## src/rtl/ysyx_25050147_ifu.sv

```systemverilog
// ---------------------------------------------------------------------------
// ysyx_25050147_ifu -- instruction fetch unit
//
// Fetches one 32-bit instruction at a time from instruction memory. It holds
// each instruction for decode until the instruction retires, then computes
// the next PC (pc+4 or a redirect target). A halt that arrives with a retire
// stops fetching cleanly. A memory access fault, or a misaligned redirect
// target, stops fetching with fault raised.
//
// Ports
//   clk, rst                   clock, asynchronous active-high reset
//   imem_req_valid/ready/addr  fetch request handshake and address
//   imem_rsp_valid/data/err    fetch response (always accepted)
//   inst_valid/ready           instruction handshake towards decode
//   inst, inst_pc              held instruction word and its PC
//   redirect_valid/pc          next-PC override, sampled on retire only
//   halt                       stop request, sampled on retire only
//   halted, fault              stopped / stopped because of an error
//   inst_count                 retired-instruction counter (wraps)
// ---------------------------------------------------------------------------
module ysyx_25050147_ifu #(
    parameter int unsigned     XLEN     = 32,
    parameter logic [XLEN-1:0] RESET_PC = XLEN'(32'h8000_0000),
    parameter int unsigned     CNT_W    = 32
) (
    input  logic             clk,
    input  logic             rst,

    output logic             imem_req_valid,
    input  logic             imem_req_ready,
    output logic [XLEN-1:0]  imem_req_addr,

    input  logic             imem_rsp_valid,
    input  logic [31:0]      imem_rsp_data,
    input  logic             imem_rsp_err,

    output logic             inst_valid,
    input  logic             inst_ready,
    output logic [31:0]      inst,
    output logic [XLEN-1:0]  inst_pc,

    input  logic             redirect_valid,
    input  logic [XLEN-1:0]  redirect_pc,
    input  logic             halt,

    output logic             halted,
    output logic             fault,
    output logic [CNT_W-1:0] inst_count
);

    typedef enum logic [1:0] {
        S_REQ  = 2'd0,
        S_WAIT = 2'd1,
        S_HOLD = 2'd2,
        S_STOP = 2'd3
    } state_e;

    state_e             state_q, state_d;
    logic [XLEN-1:0]    pc_q, pc_d;
    logic [31:0]        inst_q, inst_d;
    logic [XLEN-1:0]    inst_pc_q, inst_pc_d;
    logic [CNT_W-1:0]   cnt_q, cnt_d;
    logic               fault_q, fault_d;
    logic               retire;

    // ------------------------------------------------------------------
    // State registers
    // ------------------------------------------------------------------
    always_ff @(posedge clk or posedge rst) begin
        if (rst) begin
            state_q   <= S_REQ;
            pc_q      <= RESET_PC;
            inst_q    <= '0;
            inst_pc_q <= '0;
            cnt_q     <= '0;
            fault_q   <= 1'b0;
        end else begin
            state_q   <= state_d;
            pc_q      <= pc_d;
            inst_q    <= inst_d;
            inst_pc_q <= inst_pc_d;
            cnt_q     <= cnt_d;
            fault_q   <= fault_d;
        end
    end

    // ------------------------------------------------------------------
    // Next-state logic
    // ------------------------------------------------------------------
    always_comb begin
        state_d   = state_q;
        pc_d      = pc_q;
        inst_d    = inst_q;
        inst_pc_d = inst_pc_q;
        cnt_d     = cnt_q;
        fault_d   = fault_q;
        retire    = 1'b0;

        unique case (state_q)
            S_REQ: begin
                // Request valid is constant in this state, so acceptance
                // only depends on ready; address is pc_q and cannot move.
                if (imem_req_ready) begin
                    state_d = S_WAIT;
                end
            end

            S_WAIT: begin
                if (imem_rsp_valid) begin
                    if (imem_rsp_err) begin
                        fault_d = 1'b1;
                        state_d = S_STOP;
                    end else begin
                        inst_d    = imem_rsp_data;
                        inst_pc_d = pc_q;
                        state_d   = S_HOLD;
                    end
                end
            end

            S_HOLD: begin
                if (inst_ready) begin
                    retire = 1'b1;
                    cnt_d  = cnt_q + CNT_W'(1);
                    // Halt wins over redirect; a faulting redirect leaves
                    // pc at the retiring instruction.
                    if (halt) begin
                        state_d = S_STOP;
                    end else if (redirect_valid) begin
                        if (redirect_pc[1:0] != 2'b00) begin
                            fault_d = 1'b1;
                            state_d = S_STOP;
                        end else begin
                            pc_d    = redirect_pc;
                            state_d = S_REQ;
                        end
                    end else begin
                        pc_d    = pc_q + XLEN'(4);
                        state_d = S_REQ;
                    end
                end
            end

            S_STOP: begin
                state_d = S_STOP;
            end

            default: begin
                state_d = S_REQ;
            end
        endcase
    end

    // ------------------------------------------------------------------
    // Outputs
    // ------------------------------------------------------------------
    always_comb begin
        // Gated with rst so no request escapes while reset is held; the
        // request rises combinationally as soon as reset drops.
        imem_req_valid = (state_q == S_REQ) && !rst;
        imem_req_addr  = pc_q;
        inst_valid     = (state_q == S_HOLD);
        inst           = inst_q;
        inst_pc        = inst_pc_q;
        halted         = (state_q == S_STOP);
        fault          = fault_q;
        inst_count     = cnt_q;
    end

endmodule

```

## config.mk

```make
export PLATFORM = sky130hd
export DESIGN_NAME = ysyx_25050147_ifu
export DESIGN_NICKNAME = d
export VERILOG_FILES = /design/src/rtl/ysyx_25050147_ifu.sv
export SDC_FILE = /design/constraint.sdc
export NUM_CORES = 1
export LEC_CHECK = 0
export BUFFER_PORTS_ARGS = -buffer_cell sky130_fd_sc_hd__buf_2
export CELL_PAD_IN_SITES_DETAIL_PLACEMENT = 0
export CELL_PAD_IN_SITES_GLOBAL_PLACEMENT = 1
export CORE_MARGIN = 2
export CORE_UTILIZATION = 39
export CTS_CLUSTER_DIAMETER = 150
export DETAILED_ROUTE_END_ITERATION = 7
export GPL_TIMING_DRIVEN = 0
export PLACE_DENSITY = 0.8
export SLEW_MARGIN = 25
export SYNTH_ARGS = -nofsm -noshare
export SYNTH_HDL_FRONTEND = slang
export SYNTH_SLANG_ARGS = --single-unit
```

## constraint.sdc

```tcl
create_clock -name clk -period 5.01 [get_ports clk]
set_input_delay 1.002 -clock clk [delete_from_list [all_inputs] [get_ports clk]]
set_output_delay 1.002 -clock clk [all_outputs]
set_load 0.02 [all_outputs]
```

==> results by group <==
Run status
  • Status: completed

Synth
  • Synth Area in Simple Gates: 15.7%
  • Synthesized area per cell: 11.9 sq um
  • Dominant cells by area after synthesis: dfrtp_1 54%, mux2_2 12%, xnor2_1 3.2%
  • Adder-cell area share of the yosys netlist: 0.417%
  • Mux contribution to synthesized area: 14.0%
  • Mapped Area: 0.00600 sq mm
  • Yosys synthesis warning count: 0
  • Asr flop ratio synth: 100%
  • Synth Instances: 506
  • Top-count cell post-synth: dfrtp_1
  • Library cells used by synthesis: 57
  • Post-synth top area cell: dfrtp_1
  • Register area share after synthesis: 54.6%
  • Post-synth top area share: 54.2%
  • Commonest cells post-synth: 130 x dfrtp_1, 65 x mux2_2, 32 x nand2_1
  • Post-synthesis compound-gate area fraction: 8.27%
  • Prevailing post-synth register cell: dfrtp_1
  • Yosys reg bits: 131
  • EDFF count, synth: 0
  • Largest family of logic cells by synthesized area: simple AND/OR/NAND/NOR gates
  • Synth Area in XOR/XNOR: 4.52%
  • Post-synthesis net count: 580

Timing
  • Final worst-path cycle share: 50.2%
  • Max_slew headroom: 46.8%
  • Fmax: 397 MHz
  • Final count of hold timing violations: 0
  • Final setup viols: 0
  • Unrepaired setup endpoints after global routing: false
  • Minimum clock period: 2.52 ns
  • Slew at the pin closest to its max-slew limit: 0.796 ns
  • Clock skew: 0.00866 ns
  • Final worst slack: 2.49 ns
  • Max-slew violation count: 0

Critical path
  • CP max FO: 10
  • Worst setup SP type: input pin
  • Crit Path Class: in2reg
  • CP max stage delay: 0.54 ns
  • Slowest CP cell: o21ai_0
  • Crit path buffers/inverters: 3
  • Worst Path Arrival: 2.85 ns
  • Crit path max-delay family: buffers and inverters
  • Crit-path cells: buf_2 > o21ai_0 > and2_1 > buf_2 > clkbuf_1 > nor2_1 > a211oi_2
  • CP most frequent cell: buf_2
  • WP data required: 5.34 ns
  • Crit end category: flip-flop

Route
  • Via Count: 4978
  • Drt first pass iters: 7
  • Routed wire per std cell: 17.4 um
  • Final ANT Viol Nets: 0
  • Vias/cell: 5.36
  • 1st-iter DRT viols: 264
  • Total length of routed wires: 16200 um
  • DRC Markers: 0

Placed design
  • DP HPWL: 11800 um
  • Placed instance area: 0.00730 sq mm
  • GPL Wtd Cong: 0.838
  • Pre-CTS setup slack: 2.10 ns
  • IO Port Bufs: 203

Worst hold path
  • Tightest Hold Check Type: reg2reg

Floorplanning
  • Die area: 0.0164 sq mm
  • Ports: 204
  • Site Rows: 45
  • Initial core utilization: 39.6%
  • Chip height: 128 um
  • Core Area: 0.0151 sq mm
  • Horiz. Die Dim: 128 um

Clock tree
  • H-tree depth: 4
  • Clock-pin slew on the worst setup and hold paths: 0.06 ns
  • Clock Sinks: 131
  • Post-CTS setup repair buffer count: 0
  • Worst-Skew Late Latency: 0.42 ns
  • TritonCTS buffer count: 17
  • Post-CTS resize count: 0
  • # hold bufs at CTS: 0
  • Clock buffer depth: 2
  • Root buf cell: clkbuf_16
  • CTS tree: built

Final layout
  • Multi-input gate area: 0.00258 sq mm
  • Share of cells above drive strength 1: 45.6%
  • Register area: 0.00328 sq mm
  • Post-route cell area: 0.00791 sq mm
  • Area grow syn2layout: 31.7%
  • Layout Nets: 803
  • Number of fill cells: 1351
  • # diodes: 0

Job
  • Max-Cap Viols: 0

GRT
  • Global-route wire length before repair: 25300 um
  • Largest net degree at the start of global routing: 96
  • Initial antenna violation count: 0
  • Vias in the first global route: 4839
  • Total GRT Usage: 19.7%
  • Total congestion overflow: 0

Power and ir drop
  • Pwr Total: 2780 uW
  • Cell Pwr Density: 352 mW/mm^2
  • P_leak: 0.00410 uW
  • Maximum vdd ir drop: 0.217 mV
## through the flow
stage / hold WS, ns / std cells / TNS [ns] / utilization (%)
after CTS: 0.475 / 929 / 0 / 52.2
after global placement: 0.458 / 897 / -130.97 / 47.9
final: 0.482 / 929 / 0 / 52.2
after floorplan: 0.557 / 506 / 0 / -
after detailed placement: 0.468 / 898 / 0 / 48.2
after global routing: 0.498 / 929 / 0 / 52.2
## flip-flops by register name (all words and copies together), names as in the netlist
| register | count |
|---|---|
| state_q | 2 |
| imem_req_addr | 32 |
| inst_pc | 32 |
| fault | 1 |
| inst | 32 |
| inst_count | 32 |
## placed cells by master (no fill, tap or decap), types with 3 or more instances in the layout
cell and count:
mux2i_1 11, a31oi_1 3, and4_1 8, clkinvlp_4 5, nor2_1 24, nand4_1 11, nor3_1 7, or3_1 5
xnor2_1 22, a21oi_1 25, mux2_2 65, a221o_1 3, and3_1 9, clkbuf_1 4, o22ai_1 19, clkbuf_16 17
xor2_1 9, o21ai_0 9, and2_1 8, dfrtp_1 130, nand3_1 30, nor2b_1 3, inv_1 4, nand2_1 32
bufinv_16 3, buf_2 220
## report_power, final
part / total (uW) / switching, uW / internal [uW]
registers: 1180 / 48.0 / 1130
clock network: 1270 / 465 / 806
logic: 328 / 195 / 132
## worst paths after layout
check / start / cells past startpoint / to / slack (ns)
setup / recovery: redirect_pc[0] / 7 / imem_req_addr[21]$_DFFE_PP0P_ / 2.49
hold / removal: inst_count[31]$_DFFE_PP0N_ / 1 / inst_count[31]$_DFFE_PP0N_ / 0.48
setup reg to reg: imem_req_addr[2]$_DFFE_PP0P_ / 6 / imem_req_addr[30]$_DFFE_PP0P_ / 2.72
hold reg to reg: inst_count[31]$_DFFE_PP0N_ / 1 / inst_count[31]$_DFFE_PP0N_ / 0.48
max in group asynchronous: rst / 3 / imem_req_addr[31]$_DFFE_PP1P_ / 3.65
min in group asynchronous: rst / 2 / inst_count[7]$_DFFE_PP0N_ / 0.57
## cell families (layout without fill, tap and decap cells)
| logic type | after synthesis | count (layout) |
|---|---|---|
| AOI/OAI and AO/OA | 76 | 76 |
| buffers and inverters | 30 | 265 |
| DFF | 131 | 131 |
| adders and majority gates | 2 | 2 |
| and+or+nand+nor | 160 | 160 |
| xor gates and xnor gates | 31 | 31 |
| muxes | 76 | 76 |
## layer usage
metal  global-route usage (%)  up-vias  share of wire (%)
li1                         -     2303                  -
met1                     26.1     2436                 45
met2                     31.0      216                 46
met3                     5.30       23                6.7
met4                     7.69        0                1.9
met5                        0        -                  0
## layout make-up
cell class	count	area share (%)
clock buffers	19	5.73
well taps	188	2.98
inverters	5	0.332
multi-input cells	345	32.7
clock inverters	12	1.96
plain buffers	25	1.65
flip-flops and latches	131	41.5
repair buffers	204	13.2
Power figures use the tool's default switching activity.
